[src/rtl/mem_port_arbiter_pkg.sv]
// Shared types and constants for the IF/MEM memory port arbiter.
package mem_port_arbiter_pkg;

   typedef enum logic [2:0] {
      ST_IDLE,
      ST_IF_WAIT,
      ST_D_WAIT,
      ST_IF_RESP,
      ST_D_RESP
   } arb_state_e;

   localparam logic GRANT_IF = 1'b0;
   localparam logic GRANT_D  = 1'b1;

   localparam int          DEF_ADDR_W  = 32;
   localparam int          DEF_DATA_W  = 32;
   localparam int unsigned DEF_TIMEOUT = 255;

   // Counter width able to hold values 0..max_count.
   function automatic int unsigned timer_width(input int unsigned max_count);
      return $clog2(max_count + 1);
   endfunction

endpackage

[src/rtl/mem_port_arbiter_if.sv]
// Request/acknowledge bus between the arbiter (master) and the unified memory (slave).
interface mem_port_arbiter_if
   import mem_port_arbiter_pkg::*;
#(
   parameter int ADDR_W = DEF_ADDR_W,
   parameter int DATA_W = DEF_DATA_W
);
   logic              mem_req;
   logic              mem_we;
   logic [ADDR_W-1:0] mem_addr;
   logic [DATA_W-1:0] mem_wdata;
   logic              mem_ack;
   logic [DATA_W-1:0] mem_rdata;

   modport master (
      output mem_req, mem_we, mem_addr, mem_wdata,
      input  mem_ack, mem_rdata
   );

   modport slave (
      input  mem_req, mem_we, mem_addr, mem_wdata,
      output mem_ack, mem_rdata
   );
endinterface

[src/rtl/mem_wait_timer.sv]
// Counts cycles spent waiting for mem_ack; flags the cycle in which the wait budget runs out.
module mem_wait_timer
   import mem_port_arbiter_pkg::*;
#(
   parameter int unsigned TIMEOUT = DEF_TIMEOUT
) (
   input  logic clk,
   input  logic rst,
   input  logic clr_i,
   input  logic en_i,
   output logic timeout_o
);
   localparam int unsigned   CW   = timer_width(TIMEOUT);
   localparam logic [CW-1:0] LAST = CW'(TIMEOUT - 1);

   logic [CW-1:0] cnt_q;
   logic [CW-1:0] cnt_d;

   // Saturates at LAST so a stuck enable can never wrap back to zero.
   always_comb begin
      cnt_d = cnt_q;
      if (clr_i) begin
         cnt_d = '0;
      end else if (en_i && (cnt_q != LAST)) begin
         cnt_d = cnt_q + 1'b1;
      end
   end

   always_ff @(posedge clk) begin
      if (rst) begin
         cnt_q <= '0;
      end else begin
         cnt_q <= cnt_d;
      end
   end

   assign timeout_o = en_i && (cnt_q == LAST);

endmodule

[src/rtl/mem_port_arbiter.sv]
// Arbitrates the single unified memory port between instruction fetch and the MEM stage,
// producing per-stage stalls, flush-based fetch cancellation and alternating tie-break.
module mem_port_arbiter
   import mem_port_arbiter_pkg::*;
#(
   parameter int          ADDR_W  = DEF_ADDR_W,
   parameter int          DATA_W  = DEF_DATA_W,
   parameter int unsigned TIMEOUT = DEF_TIMEOUT
) (
   input  logic              clk,
   input  logic              rst,
   input  logic              if_req,
   input  logic [ADDR_W-1:0] if_addr,
   input  logic              if_flush,
   output logic [DATA_W-1:0] if_rdata,
   output logic              if_stall,
   input  logic              d_rd,
   input  logic              d_wr,
   input  logic [ADDR_W-1:0] d_addr,
   input  logic [DATA_W-1:0] d_wdata,
   output logic [DATA_W-1:0] d_rdata,
   output logic              d_stall,
   input  logic              pipe_advance,
   output logic              bus_err,
   mem_port_arbiter_if.master mem
);
   arb_state_e        state_q, state_d;
   logic              mem_req_q, mem_req_d;
   logic              mem_we_q, mem_we_d;
   logic [ADDR_W-1:0] mem_addr_q, mem_addr_d;
   logic [DATA_W-1:0] mem_wdata_q, mem_wdata_d;
   logic [DATA_W-1:0] if_rdata_q, if_rdata_d;
   logic [DATA_W-1:0] d_rdata_q, d_rdata_d;
   logic              bus_err_q, bus_err_d;
   logic              if_served_q, if_served_d;
   logic              d_served_q, d_served_d;
   logic              drop_q, drop_d;
   logic              last_grant_q, last_grant_d;

   logic d_access;
   logic if_pend;
   logic d_pend;
   logic in_wait;
   logic drop_now;
   logic wait_done;
   logic timeout;

   assign d_access  = d_rd | d_wr;
   assign if_pend   = if_req & ~if_served_q & ~if_flush;
   assign d_pend    = d_access & ~d_served_q;
   assign in_wait   = (state_q == ST_IF_WAIT) || (state_q == ST_D_WAIT);
   // A flush arriving in the same cycle as the ack must already discard the word.
   assign drop_now  = drop_q | ((state_q == ST_IF_WAIT) & if_flush);
   assign wait_done = mem.mem_ack | timeout;

   mem_wait_timer #(
      .TIMEOUT (TIMEOUT)
   ) u_wait_timer (
      .clk       (clk),
      .rst       (rst),
      .clr_i     (~in_wait),
      .en_i      (in_wait),
      .timeout_o (timeout)
   );

   always_comb begin
      state_d      = state_q;
      mem_req_d    = mem_req_q;
      mem_we_d     = mem_we_q;
      mem_addr_d   = mem_addr_q;
      mem_wdata_d  = mem_wdata_q;
      if_rdata_d   = if_rdata_q;
      d_rdata_d    = d_rdata_q;
      bus_err_d    = bus_err_q;
      if_served_d  = if_served_q;
      d_served_d   = d_served_q;
      drop_d       = drop_q;
      last_grant_d = last_grant_q;

      case (state_q)
         ST_IDLE: begin
            if (d_pend && (!if_pend || (last_grant_q == GRANT_IF))) begin
               mem_req_d    = 1'b1;
               mem_we_d     = d_wr;
               mem_addr_d   = d_addr;
               mem_wdata_d  = d_wdata;
               last_grant_d = GRANT_D;
               state_d      = ST_D_WAIT;
            end else if (if_pend) begin
               mem_req_d    = 1'b1;
               mem_we_d     = 1'b0;
               mem_addr_d   = if_addr;
               last_grant_d = GRANT_IF;
               state_d      = ST_IF_WAIT;
            end
         end
         ST_IF_WAIT: begin
            drop_d = drop_now;
            if (wait_done) begin
               mem_req_d = 1'b0;
               mem_we_d  = 1'b0;
               bus_err_d = bus_err_q | ~mem.mem_ack;
               if (!drop_now) begin
                  if_rdata_d = mem.mem_ack ? mem.mem_rdata : '0;
               end
               state_d = ST_IF_RESP;
            end
         end
         ST_D_WAIT: begin
            if (wait_done) begin
               mem_req_d = 1'b0;
               mem_we_d  = 1'b0;
               bus_err_d = bus_err_q | ~mem.mem_ack;
               d_rdata_d = mem.mem_ack ? mem.mem_rdata : '0;
               state_d   = ST_D_RESP;
            end
         end
         ST_IF_RESP: begin
            if (drop_q) begin
               drop_d = 1'b0;
            end else begin
               if_served_d = 1'b1;
            end
            state_d = ST_IDLE;
         end
         ST_D_RESP: begin
            d_served_d = 1'b1;
            state_d    = ST_IDLE;
         end
         default: begin
            state_d = ST_IDLE;
         end
      endcase

      // An advancing pipeline has consumed the served word, so the flag belongs to the old access.
      if (if_flush || pipe_advance) begin
         if_served_d = 1'b0;
      end
      if (pipe_advance) begin
         d_served_d = 1'b0;
      end
   end

   always_ff @(posedge clk) begin
      if (rst) begin
         state_q      <= ST_IDLE;
         mem_req_q    <= 1'b0;
         mem_we_q     <= 1'b0;
         mem_addr_q   <= '0;
         mem_wdata_q  <= '0;
         if_rdata_q   <= '0;
         d_rdata_q    <= '0;
         bus_err_q    <= 1'b0;
         if_served_q  <= 1'b0;
         d_served_q   <= 1'b0;
         drop_q       <= 1'b0;
         last_grant_q <= GRANT_IF;
      end else begin
         state_q      <= state_d;
         mem_req_q    <= mem_req_d;
         mem_we_q     <= mem_we_d;
         mem_addr_q   <= mem_addr_d;
         mem_wdata_q  <= mem_wdata_d;
         if_rdata_q   <= if_rdata_d;
         d_rdata_q    <= d_rdata_d;
         bus_err_q    <= bus_err_d;
         if_served_q  <= if_served_d;
         d_served_q   <= d_served_d;
         drop_q       <= drop_d;
         last_grant_q <= last_grant_d;
      end
   end

   assign if_stall = if_req & ~if_served_q & ~((state_q == ST_IF_RESP) & ~drop_q);
   assign d_stall  = d_access & ~d_served_q & ~(state_q == ST_D_RESP);

   assign if_rdata      = if_rdata_q;
   assign d_rdata       = d_rdata_q;
   assign bus_err       = bus_err_q;
   assign mem.mem_req   = mem_req_q;
   assign mem.mem_we    = mem_we_q;
   assign mem.mem_addr  = mem_addr_q;
   assign mem.mem_wdata = mem_wdata_q;

endmodule

[src/flat_wrapper.sv]
// flat-port wrapper written by rule: the top's interface ports become plain ports
module mem_port_arbiter_flat import mem_port_arbiter_pkg::*;
#(
   parameter int          ADDR_W  = DEF_ADDR_W,
   parameter int          DATA_W  = DEF_DATA_W,
   parameter int unsigned TIMEOUT = DEF_TIMEOUT
)
  (clk, rst, if_req, if_addr, if_flush, if_rdata, if_stall, d_rd, d_wr, d_addr, d_wdata, d_rdata, d_stall, pipe_advance, bus_err, mem_mem_req, mem_mem_we, mem_mem_addr, mem_mem_wdata, mem_mem_ack, mem_mem_rdata);
  mem_port_arbiter_if #(.ADDR_W(ADDR_W), .DATA_W(DATA_W)) mem_i ();
  input  logic clk;
  input  logic rst;
  input  logic if_req;
  input  logic [ADDR_W-1:0] if_addr;
  input  logic if_flush;
  output logic [DATA_W-1:0] if_rdata;
  output logic if_stall;
  input  logic d_rd;
  input  logic d_wr;
  input  logic [ADDR_W-1:0] d_addr;
  input  logic [DATA_W-1:0] d_wdata;
  output logic [DATA_W-1:0] d_rdata;
  output logic d_stall;
  input  logic pipe_advance;
  output logic bus_err;
  output wire logic [$bits(mem_i.mem_req)-1:0] mem_mem_req;
  output wire logic [$bits(mem_i.mem_we)-1:0] mem_mem_we;
  output wire logic [$bits(mem_i.mem_addr)-1:0] mem_mem_addr;
  output wire logic [$bits(mem_i.mem_wdata)-1:0] mem_mem_wdata;
  input wire logic [$bits(mem_i.mem_ack)-1:0] mem_mem_ack;
  input wire logic [$bits(mem_i.mem_rdata)-1:0] mem_mem_rdata;
  assign mem_mem_req = mem_i.mem_req;
  assign mem_mem_we = mem_i.mem_we;
  assign mem_mem_addr = mem_i.mem_addr;
  assign mem_mem_wdata = mem_i.mem_wdata;
  assign mem_i.mem_ack = mem_mem_ack;
  assign mem_i.mem_rdata = mem_mem_rdata;
  mem_port_arbiter #(.ADDR_W(ADDR_W), .DATA_W(DATA_W), .TIMEOUT(TIMEOUT)) u_core (.clk(clk), .rst(rst), .if_req(if_req), .if_addr(if_addr), .if_flush(if_flush), .if_rdata(if_rdata), .if_stall(if_stall), .d_rd(d_rd), .d_wr(d_wr), .d_addr(d_addr), .d_wdata(d_wdata), .d_rdata(d_rdata), .d_stall(d_stall), .pipe_advance(pipe_advance), .bus_err(bus_err), .mem(mem_i));
endmodule
[config.mk]
export PLATFORM = sky130hd
export DESIGN_NAME = mem_port_arbiter_flat
export DESIGN_NICKNAME = d
export VERILOG_FILES = /design/src/rtl/mem_port_arbiter_pkg.sv /design/src/rtl/mem_port_arbiter_if.sv /design/src/rtl/mem_wait_timer.sv /design/src/rtl/mem_port_arbiter.sv /design/src/flat_wrapper.sv
export SDC_FILE = /design/constraint.sdc
export NUM_CORES = 1
export LEC_CHECK = 0
export BUFFER_PORTS_ARGS = -buffer_cell sky130_fd_sc_hd__buf_2
export CORE_ASPECT_RATIO = 1.1
export CORE_UTILIZATION = 46
export CTS_CLUSTER_DIAMETER = 50
export DETAILED_ROUTE_END_ITERATION = 8
export PLACE_DENSITY = 0.85
export SLEW_MARGIN = 5
export SYNTH_ARGS = -nofsm -noshare
export SYNTH_HDL_FRONTEND = slang
export SYNTH_SLANG_ARGS = --single-unit
[constraint.sdc]
create_clock -name clk -period 2 [get_ports clk]
set_input_delay 0.2 -clock clk [delete_from_list [all_inputs] [get_ports clk]]
set_output_delay 0.2 -clock clk [all_outputs]
set_load 0.01 [all_outputs]
---- After elaboration in Yosys (flattened, before gate mapping) ----
Index checks and enable logic that the tools add are counted.
cells by class
  add/subtract/negate cells ............... 1
  multipliers ............................. 0
  div/mod/pow operators ................... 0
  magnitude comparators ................... 0
  equality and inequality tests ........... 10
  shift operators ......................... 0
  multiplexer cells ....................... 17
  bitwise operators ....................... 21
  reductions and logical operators ........ 23
operator list
  operator                                                                 number
  32-bit two-way mux                                                       3
  3-bit two-way mux                                                        4
  1-bit inverter                                                           10
  2-bit AND reduction                                                      5
  3-bit one-hot mux with 3 select lines                                    1
  3-bit AND reduction                                                      3
  8-bit by 1-bit adder with 8-bit output, second input constant            1
  8-bit == test, second input constant                                     1
  8-bit inequality test, second input constant                             1
  2-bit OR reduction                                                       4
  1-bit AND                                                                7
  3-bit by 2-bit == test with 1-bit output, second input constant          2
  1-bit two-way mux                                                        6
  2-bit by 1-bit inequality test with 1-bit output, second input constant  3
  1-bit one-hot mux with 2 select lines                                    3
  2-bit nonzero test                                                       3
  1-bit bitwise OR                                                         4
  3-bit by 1-bit == test with 1-bit output, second input constant          1
  3-bit == test, second input constant                                     1
  1-bit logical AND                                                        3
  3-bit logical NOT                                                        1
  1-bit logical OR                                                         3
  3-bit by 1-bit inequality test with 1-bit output, second input constant  1
  1-bit logical NOT                                                        1
word-level totals
  register bits after elaboration ......... 146
  latch bits .............................. 0
  bits in writable memories ............... 0
  ROM bits ................................ 0
  input port bits ......................... 136
  output and inout port bits .............. 133
  word-level logic and storage cells ...... 85
  memories ................................ 0

---- Longest topological paths before layout ----
Gate-level depths: netlist of run 1.
  word-level depth ........................ 8
  mapped depth ............................ 7
  mapped depth without buffers ............ 6

---- Hierarchy ----
Synthesis of run 1 repeated with hierarchy kept, for this count alone.
unflattened totals
  cells, all modules ...................... 603
  area, all modules ....................... 5,562.8 µm²
modules (own cells, without submodules)
  module            times used  cells each  area each (µm²)  sequential area each (µm²)
  mem_port_arbiter  1           552         5,107.4          2,762.6
  mem_wait_timer    1           51          455.4            160.2

---- Least setup slack after synthesis of run 1 ----
Ideal clock, no wire load.
  path kind ............................... reg-to-reg
  from .................................... register u_core.u_wait_timer.cnt_q[0]
  to ...................................... register u_core.u_wait_timer.cnt_q[7]
  library setup time ...................... 0.070 ns
  arrival ................................. 1.642 ns
  required time ........................... 1.930 ns
  setup slack ............................. 0.288 ns
  cell stages (with the launch flop) ...... 7
  buffers on the path ..................... 0
  period minus slack after synthesis ...... 1.712 ns
  path through ............................ dfxtp_1 -> inv_1 -> ha_1 -> and3_1 -> a211o_1 -> or4_1 -> a21oi_1
between the ends
  cells in the longest elaborated chain, start to end .. 2
  elaborated cells between the ends (all ways) .. 3
  classes of those cells .................. add/sub: 1; eq/ne: 1; reduce/logical: 1
ends and longest elaborated chain
  item                                                                                            RTL line              source
  start, declared                                                                                 mem_wait_timer.sv:16  logic [CW-1:0] cnt_q;
  start signal, assigned                                                                          mem_wait_timer.sv:33  cnt_q <= cnt_d;
  parallel branches: the longest is 2 deep, another holds 8-bit by 1-bit adder with 8-bit output  -
Parallel ways; which one is timed is not known.
A chain may end at the register's enable or synchronous reset.

---- Worst setup path after layout of run 1 ----
Same ends and word-level chain as after synthesis.

==> out/metrics.json, run 1 <==
{
  "run_status": {
    "run_status": "finished, final reports clean"
  },
  "clocking": {
    "clk_latency_ns": 0.41,
    "cts_inserted_buffers": 17,
    "cts.htree.levels": 4,
    "cts_resized": 0,
    "cts.sinks": 146,
    "post-cts-setup-buffer-count": 0,
    "cts_max_path_buffers": 2,
    "clock_slew_seen_by_the_registers_of_the_worst_setup_and_hold_paths_ns": 0.07,
    "cts_tree": "built",
    "cts.hold.buffers_added": 1,
    "cts_root_buffer": "sky130_fd_sc_hd__clkbuf_16"
  },
  "setup_path": {
    "cp_max_fo": 7,
    "critical_path_required_ns": 2.34,
    "timing.critical_path.slowest_cell_delay_ns": 0.42,
    "timing.critical_path.depth": 6,
    "crit_chain": "inv_1 > ha_1 > and3_1 > a211o_1 > or4_1 > a21oi_1",
    "timing.critical_path.to_type": "register",
    "timing.critical_path.from_type": "register",
    "worst-setup-path-type": "reg -> reg",
    "timing.critical_path.arrival_ns": 2.18,
    "crit_family": "simple AND/OR/NAND/NOR gates",
    "cell_type_of_the_slowest_stage_on_the_worst_timing_path": "sky130_fd_sc_hd__or4_1",
    "critical_path_buf_inv_count": 1,
    "worst_r2r_path_depth": 6
  },
  "logic_synthesis": {
    "post_synth_main_area_contributors": "sky130_fd_sc_hd__dfxtp_1, sky130_fd_sc_hd__a32o_1, sky130_fd_sc_hd__mux2i_1",
    "synthMuxAreaShare": 0.0603,
    "synth_sequential_area_ratio": 0.533,
    "synth_top_family_by_area": "compound AO/OA/AOI/OAI gates",
    "synth_enable_flop_cells": 0,
    "synth_adder_area_share": 0.00457,
    "post_synth_instance_area_um2": 5480,
    "async_reset_ff_frac": 0,
    "post_synth_and_or_nand_nor_area_fraction": 0.113,
    "synthesis.instances": 541,
    "main_synth_ff_type": "sky130_fd_sc_hd__dfxtp_1",
    "yosys.area.top_type": "sky130_fd_sc_hd__dfxtp_1",
    "synth_fp_nets": 679,
    "synthesis.area_per_instance_um2": 10.1,
    "count_of_unique_library_cells_instantiated_by_yosys": 42,
    "synth_warn": 0,
    "synth-seq-cells": 146,
    "synth_xor_xnor_area_share": 0.00616,
    "post-synth-top-area-fraction": 0.533,
    "synth_compound_gate_area_share": 0.237
  },
  "run": {
    "timing.max_cap.violations": 0
  },
  "detailed_routing": {
    "drt_iter0_drc": 296,
    "avgViaCountPerCell": 5.37,
    "vias": 5164,
    "total_iterations_of_the_first_detailed_routing_run": 4,
    "post-route-drc-count": 0,
    "route.antenna.remaining_nets": 0,
    "avgRoutedWirePerCell_um": 15.4,
    "route.final.wire_length_mm": 14.8
  },
  "timing": {
    "final_layout_setup_total_negative_slack_ns": 0,
    "clock.fmax_mhz": 541,
    "maxSlewHeadroom": 0.573,
    "report.final.slew_viol_count": 0,
    "worst_slew_pin_slew_ns": 0.640,
    "report.final.hold_viol_count": 0,
    "setup_violations_final": 0,
    "layout_worst_path_cycle_share": 0.924,
    "final.min_clock_period_ns": 1.85,
    "rsz0062_at_grt": "false",
    "skew_ns": 0.00798
  },
  "global_routing": {
    "grt_pass1_vias": 4606,
    "antenna_found_initial": 0,
    "grt_pass1_wl_mm": 22.5,
    "global_route.usage.total": 0.231,
    "grt_start_max_net_pins": 65,
    "gr-total-overflow": 0
  },
  "power": {
    "pwr_density_cell_nw_per_um2": 1350,
    "total_leakage_power_nw": 3.62,
    "fin_total_pwr_mw": 10.3,
    "max-vdd-ir-drop_mv": 0.608
  },
  "layout": {
    "drive_above_1_share": 0.404,
    "insertedDiodeCount": 0,
    "syn2layout_area_growth_pct": 39.1,
    "stdcell_area_um2": 7620,
    "finish.net_count": 936
  },
  "hold_path": {
    "hp-class": "in -> reg",
    "hold_depth": 3
  },
  "floorplanning": {
    "design.die.area_um2": 12400,
    "placement_rows": 41,
    "chipWidth_um": 106,
    "ioPinCount": 269,
    "initial_util": 0.475,
    "die_h_um": 116,
    "core_area_um2": 11500
  },
  "placed_design": {
    "io_buffer_count": 268,
    "place_congestion": 0.799,
    "dp_hpwl_mm": 10.5,
    "place_area_um2": 6980
  }
}
==> final cells by class <==
type,instances,area (um^2)
clock buffer,17,425
clock inverter,15,208
fill,953,3920
inverter,4,15.0
multi-input combinational,344,2330
sequential,146,2920
tap,150,188
timing repair buffer,285,1530
==> path summary, 6_finish.rpt <==
path | start | endpoint | slack (ns)
worst max-delay path | u_core.u_wait_timer.cnt_q[0] | u_core.u_wait_timer.cnt_q[7] | 0.15
worst min-delay path | d_wdata[30] | u_core.mem.mem_wdata[30] | 0.02
worst max register to register | u_core.u_wait_timer.cnt_q[0] | u_core.u_wait_timer.cnt_q[7] | 0.15
worst min register to register | u_core.mem.mem_wdata[6] | u_core.mem.mem_wdata[6] | 0.45
==> cells in the mapped netlist (3+ instances only) <==
library cell,count
sky130_fd_sc_hd__dfxtp_1,146
sky130_fd_sc_hd__nand2_1,70
sky130_fd_sc_hd__a32o_1,65
sky130_fd_sc_hd__nor2_1,47
sky130_fd_sc_hd__a21oi_1,42
sky130_fd_sc_hd__a211oi_1,33
sky130_fd_sc_hd__mux2i_1,33
sky130_fd_sc_hd__clkbuf_1,22
sky130_fd_sc_hd__buf_2,14
sky130_fd_sc_hd__o21ai_0,7
sky130_fd_sc_hd__buf_6,6
sky130_fd_sc_hd__buf_1,5
sky130_fd_sc_hd__nand3_1,5
sky130_fd_sc_hd__inv_1,4
sky130_fd_sc_hd__a21oi_2,3
sky130_fd_sc_hd__nor3_1,3
==> through the flow <==
stage / hold WS (ns) / instances / setup WS [ns] / utilization
2_1_floorplan: 0.276 / 541 / 0.288 / -
3_3_place_gp: 0.394 / 928 / 0.224 / 0.605
3_5_place_dp: 0.395 / 928 / 0.181 / 0.605
4_1_cts: 0.00857 / 961 / 0.162 / 0.661
5_1_grt: 0.00994 / 961 / 0.0366 / 0.661
6_report: 0.0242 / 961 / 0.152 / 0.661
==> routing by layer <==
| layer | global-route usage | part of all wire | vias up |
|---|---|---|---|
| met5 | 0 | 0 | - |
| met4 | 0.0769 | 0.016 | 0 |
| met3 | 0.0804 | 0.087 | 16 |
| met2 | 0.395 | 0.49 | 229 |
| met1 | 0.273 | 0.41 | 2383 |
| li1 | - | - | 2536 |
==> sequential cells by signal (all words and copies together), names as in the netlist <==
name / flops
u_core.bus_err: 1
u_core.mem.mem_wdata: 32
u_core.if_served_q: 1
u_core.if_rdata: 32
u_core.mem.mem_we: 1
u_core.u_wait_timer.cnt_q: 8
u_core.drop_q: 1
u_core.d_rdata: 32
u_core.mem.mem_req: 1
u_core.last_grant_q: 1
u_core.d_served_q: 1
u_core.state_q: 3
u_core.mem.mem_addr: 32
==> cells in the final DEF, fill, tap and decap left out, types with 2 or more instances in the layout <==
cell / count
sky130_fd_sc_hd__or4_1: 2
sky130_fd_sc_hd__buf_12: 5
sky130_fd_sc_hd__inv_6: 5
sky130_fd_sc_hd__nand2_1: 70
sky130_fd_sc_hd__ha_1: 2
sky130_fd_sc_hd__nor3b_4: 2
sky130_fd_sc_hd__or3_1: 2
sky130_fd_sc_hd__and3_1: 2
sky130_fd_sc_hd__o21ba_2: 2
sky130_fd_sc_hd__xnor2_1: 2
sky130_fd_sc_hd__o21ai_0: 7
sky130_fd_sc_hd__bufinv_16: 3
sky130_fd_sc_hd__nand3_1: 5
sky130_fd_sc_hd__a21oi_2: 2
sky130_fd_sc_hd__nor3b_1: 2
sky130_fd_sc_hd__inv_8: 5
sky130_fd_sc_hd__o31ai_1: 2
sky130_fd_sc_hd__clkbuf_16: 17
sky130_fd_sc_hd__buf_4: 11
sky130_fd_sc_hd__a32o_1: 65
sky130_fd_sc_hd__nor3_1: 3
sky130_fd_sc_hd__a21oi_1: 42
sky130_fd_sc_hd__a31oi_1: 2
sky130_fd_sc_hd__buf_2: 268
sky130_fd_sc_hd__mux2i_1: 33
sky130_fd_sc_hd__inv_1: 4
sky130_fd_sc_hd__nor2_1: 46
sky130_fd_sc_hd__dfxtp_1: 146
sky130_fd_sc_hd__clkinv_4: 2
sky130_fd_sc_hd__a211oi_1: 33
==> worst reg2reg max path: stages, from the launching register on <==
cell and delay (ns):
sky130_fd_sc_hd__dfxtp_1 0.35, sky130_fd_sc_hd__inv_1 0.08, sky130_fd_sc_hd__ha_1 0.21, sky130_fd_sc_hd__and3_1 0.21, sky130_fd_sc_hd__a211o_1 0.37, sky130_fd_sc_hd__or4_1 0.42, sky130_fd_sc_hd__a21oi_1 0.14
==> logic make-up after synthesis <==
logic type	Yosys count
AO/OA/AOI/OAI	163
flip-flops	146
AND/OR/NAND/NOR	143
buffers and inverters	51
multiplexers	33
XOR/XNOR	3
adder cells (fa/ha/maj)	2
==> report_power, final <==
group	switching (mW)	total (mW)	internal [mW]
logic	1.86	3.11	1.25
clock network	1.34	3.37	2.03
registers	0.318	3.81	3.49
(Power assumes the default switching activity.)
==> run 2, diff against run 1 <==
- CORE_UTILIZATION: 46 -> 43
- CTS_BUF_LIST: not set -> sky130_fd_sc_hd__clkbuf_8
- HOLD_SLACK_MARGIN: not set -> 0.15
- PLACE_DENSITY: 0.85 -> 0.84
- clock period: 2 -> 1.65 ns (I/O delays scaled with it)
==> out/metrics.json, run 2 (synthesized netlist as in run 1, its figures left out) <==
{
  "power": {
    "max-vdd-ir-drop": {"value": 0.921, "unit": "mV", "change": "+52%"},
    "total_leakage_power": {"value": 4.40, "unit": "nW", "change": "+21%"},
    "fin_total_pwr": {"value": 13.1, "unit": "mW", "change": "+27%"},
    "pwr_density_cell": {"value": 1390, "unit": "nW/um^2", "change": "+3.0%"}
  },
  "floorplanning": {
    "core_area": {"value": 12200, "unit": "um^2", "change": "+6.1%"},
    "design.die.area": {"value": 13200, "unit": "um^2", "change": "+6.9%"},
    "placement_rows": {"value": 42, "change": "+2.4%"},
    "ioPinCount": {"value": 269, "change": "unchanged"},
    "die_h": {"value": 120, "unit": "um", "change": "+3.4%"},
    "initial_util": {"value": 0.448, "change": "-0.0272"},
    "chipWidth": {"value": 110, "unit": "um", "change": "+3.4%"}
  },
  "clocking": {
    "clock_slew_seen_by_the_registers_of_the_worst_setup_and_hold_paths": {"value": 0.07, "unit": "ns", "change": "about the same"},
    "cts_max_path_buffers": {"value": 2, "change": "unchanged"},
    "clk_latency": {"value": 0.43, "unit": "ns", "change": "+0.02 ns"},
    "cts_root_buffer": "sky130_fd_sc_hd__clkbuf_8",
    "cts_tree": "built",
    "cts.htree.levels": {"value": 4, "change": "unchanged"},
    "cts.sinks": {"value": 146, "change": "unchanged"},
    "cts_inserted_buffers": {"value": 17, "change": "unchanged"}
  },
  "detailed_routing": {
    "avgViaCountPerCell": {"value": 5.61, "change": "+4.5%"},
    "route.final.wire_length": {"value": 21.9, "unit": "mm", "change": "+48%"},
    "post-route-drc-count": {"value": 0, "change": "unchanged"},
    "route.antenna.remaining_nets": {"value": 0, "change": "unchanged"},
    "drt_iter0_drc": {"value": 498, "change": "+68%"},
    "total_iterations_of_the_first_detailed_routing_run": {"value": 5, "change": "+1"},
    "avgRoutedWirePerCell": {"value": 19.3, "unit": "um", "change": "+25%"},
    "vias": {"value": 6372, "change": "+23%"}
  },
  "layout": {
    "insertedDiodeCount": {"value": 0, "change": "unchanged"},
    "commonest_non_fill_non_tap_cell_in_the_layout": "sky130_fd_sc_hd__buf_2",
    "final_cell_mix": "sky130_fd_sc_hd__buf_2, sky130_fd_sc_hd__dfxtp_1, sky130_fd_sc_hd__dlygate4sd3_1",
    "drive_above_1_share": {"value": 0.408, "change": "+0.00331"},
    "finish.net_count": {"value": 1106, "change": "+18%"},
    "syn2layout_area_growth_pct": 71.9,
    "fin_util": {"value": 0.769, "change": "+0.109"}
  },
  "global_routing": {
    "grt_start_max_net_pins": {"value": 65, "change": "unchanged"},
    "antenna_found_initial": {"value": 0, "change": "unchanged"},
    "grt_pass1_vias": {"value": 6273, "change": "+36%"},
    "grt_pass1_wl": {"value": 30.7, "unit": "mm", "change": "+36%"},
    "gr-total-overflow": {"value": 0, "change": "unchanged"},
    "global_route.usage.total": {"value": 0.303, "change": "+0.0721"}
  },
  "setup_path": {
    "critical_path.reg2reg.startpoint": "u_core.state_q[0]",
    "timing.critical_path.arrival": {"value": 2.01, "unit": "ns", "change": "-0.17 ns"},
    "worst-setup-path-type": "in -> reg",
    "reg2reg_to": "u_core.if_rdata[5]",
    "timing.reg2reg.setup_slack": {"value": -0.04, "unit": "ns", "change": "-0.19 ns"},
    "timing.critical_path.from_type": "primary input",
    "critical_path_required": {"value": 1.97, "unit": "ns", "change": "-0.37 ns"},
    "worst_r2r_path_depth": {"value": 6, "change": "unchanged"},
    "timing.critical_path.to_type": "register",
    "cp_max_fo": {"value": 32, "change": "+25"}
  },
  "hold_path": {
    "hp-class": "in -> reg",
    "timing.hold.worst_endpoint": "u_core.drop_q",
    "hold_depth": {"value": 4, "change": "+1"},
    "min-delay-start": "if_flush"
  },
  "placed_design": {
    "place_congestion": {"value": 0.783, "change": "-2.0%"},
    "io_buffer_count": {"value": 268, "change": "unchanged"},
    "dp_hpwl": {"value": 10.3, "unit": "mm", "change": "-1.5%"}
  },
  "timing": {
    "worst_slew_pin_slew": {"value": 0.409, "unit": "ns", "change": "-0.231 ns"},
    "report.final.slew_viol_count": {"value": 0, "change": "unchanged"},
    "setup_violations_final": {"value": 62, "change": "+62"},
    "final.setup.worst_slack": {"value": -0.0452, "unit": "ns", "change": "-0.197 ns"},
    "report.final.hold_viol_count": {"value": 0, "change": "unchanged"},
    "maxSlewHeadroom": {"value": 0.727, "change": "+0.154"},
    "layout_worst_path_cycle_share": 1.03,
    "clock.fmax_mhz": 590,
    "final.min_clock_period_ns": 1.70,
    "skew": {"value": 0.0133, "unit": "ns", "change": "+0.00533 ns"},
    "rsz0062_at_grt": "true"
  },
  "run": {
    "timing.max_cap.violations": {"value": 0, "change": "unchanged"}
  },
  "run_status": {
    "run_status": "finished, violations left",
    "violated_checks": "negative setup slack"
  }
}
## run 2: changes by cell type in the layout (fill, tap and decap cells not counted), moves of 4 or more
cell,before,now
sky130_fd_sc_hd__dfxtp_2,0,6
sky130_fd_sc_hd__a211oi_1,33,26
sky130_fd_sc_hd__buf_6,0,4
sky130_fd_sc_hd__dfxtp_4,0,4
sky130_fd_sc_hd__dfxtp_1,146,136
sky130_fd_sc_hd__clkbuf_8,0,21
sky130_fd_sc_hd__buf_4,11,38
sky130_fd_sc_hd__inv_8,5,0
sky130_fd_sc_hd__clkbuf_16,17,7
sky130_fd_sc_hd__buf_12,5,10
sky130_fd_sc_hd__a211oi_2,0,7
sky130_fd_sc_hd__dlygate4sd3_1,1,130
## run 2: layer usage
metal | share of wire | vias to the layer above | global-route usage
met5 | 0 | - | 0
met2 | 0.50 | 441 | 0.517
li1 | - | 2871 | -
met4 | 0.047 | 0 | 0.200
met1 | 0.35 | 2957 | 0.308
met3 | 0.10 | 103 | 0.110
## run 2: cell type report
type / instances / area [um^2]
sequential: 146 / 2950
inverter: 4 / 15.0
clock inverter: 11 / 173
clock buffer: 21 / 289
fill: 743 / 2820
multi-input combinational: 344 / 2470
tap: 154 / 193
timing repair buffer: 455 / 3340
## run 2: critical path, stage by stage
cell,delay [ns]
sky130_fd_sc_hd__dlygate4sd3_1,0.54
sky130_fd_sc_hd__buf_2,0.14
sky130_fd_sc_hd__o21ba_2,0.24
sky130_fd_sc_hd__o21a_2,0.27
sky130_fd_sc_hd__buf_4,0.15
sky130_fd_sc_hd__clkbuf_16,0.20
sky130_fd_sc_hd__a211oi_1,0.29
## run 2: worst max-delay path by stage
stage                                  from  depth (start not counted)  slack, ns                           end
2_1_floorplan  u_core.u_wait_timer.cnt_q[0]                          6     -0.009  u_core.u_wait_timer.cnt_q[7]
3_3_place_gp   u_core.u_wait_timer.cnt_q[0]                          6      0.007  u_core.u_wait_timer.cnt_q[7]
3_5_place_dp   u_core.u_wait_timer.cnt_q[0]                          6      -0.03  u_core.u_wait_timer.cnt_q[7]
4_1_cts                   u_core.state_q[2]                          5      -0.05                      if_stall
5_1_grt                   u_core.state_q[1]                          6      -0.10            u_core.if_rdata[4]
6_report                               d_wr                          7      -0.05       u_core.mem.mem_addr[22]
## run 2: where the power goes
group / switching [mW] / total [mW] / internal, mW
sequential: 0.443 / 4.68 / 4.24
combinational: 2.84 / 5.20 / 2.36
clock: 1.39 / 3.22 / 1.83
## run 2: timing repair
item,4_1_cts,5_1_grt
buffers inserted,5,3
hold buffers,130,0
endpoints found under the setup margin,69,116
endpoints found under the hold margin,134,0
gates resized for setup,18,34
gates cloned,1,8
pin swaps,0,6
## run 2: metrics by stage
stage	instance area, um^2	worst slack (ns)	instances	hold WS [ns]	setup TNS (ns)
floorplan	5490	-0.00921	541	0.241	-0.00921
global placement	7220	0.00727	956	0.355	0
detailed placement	7220	-0.0277	956	0.358	-0.136
CTS	9100	-0.0505	1124	0.158	-0.562
global route	9420	-0.101	1135	0.220	-5.49
finish	9420	-0.0452	1135	0.219	-1.21
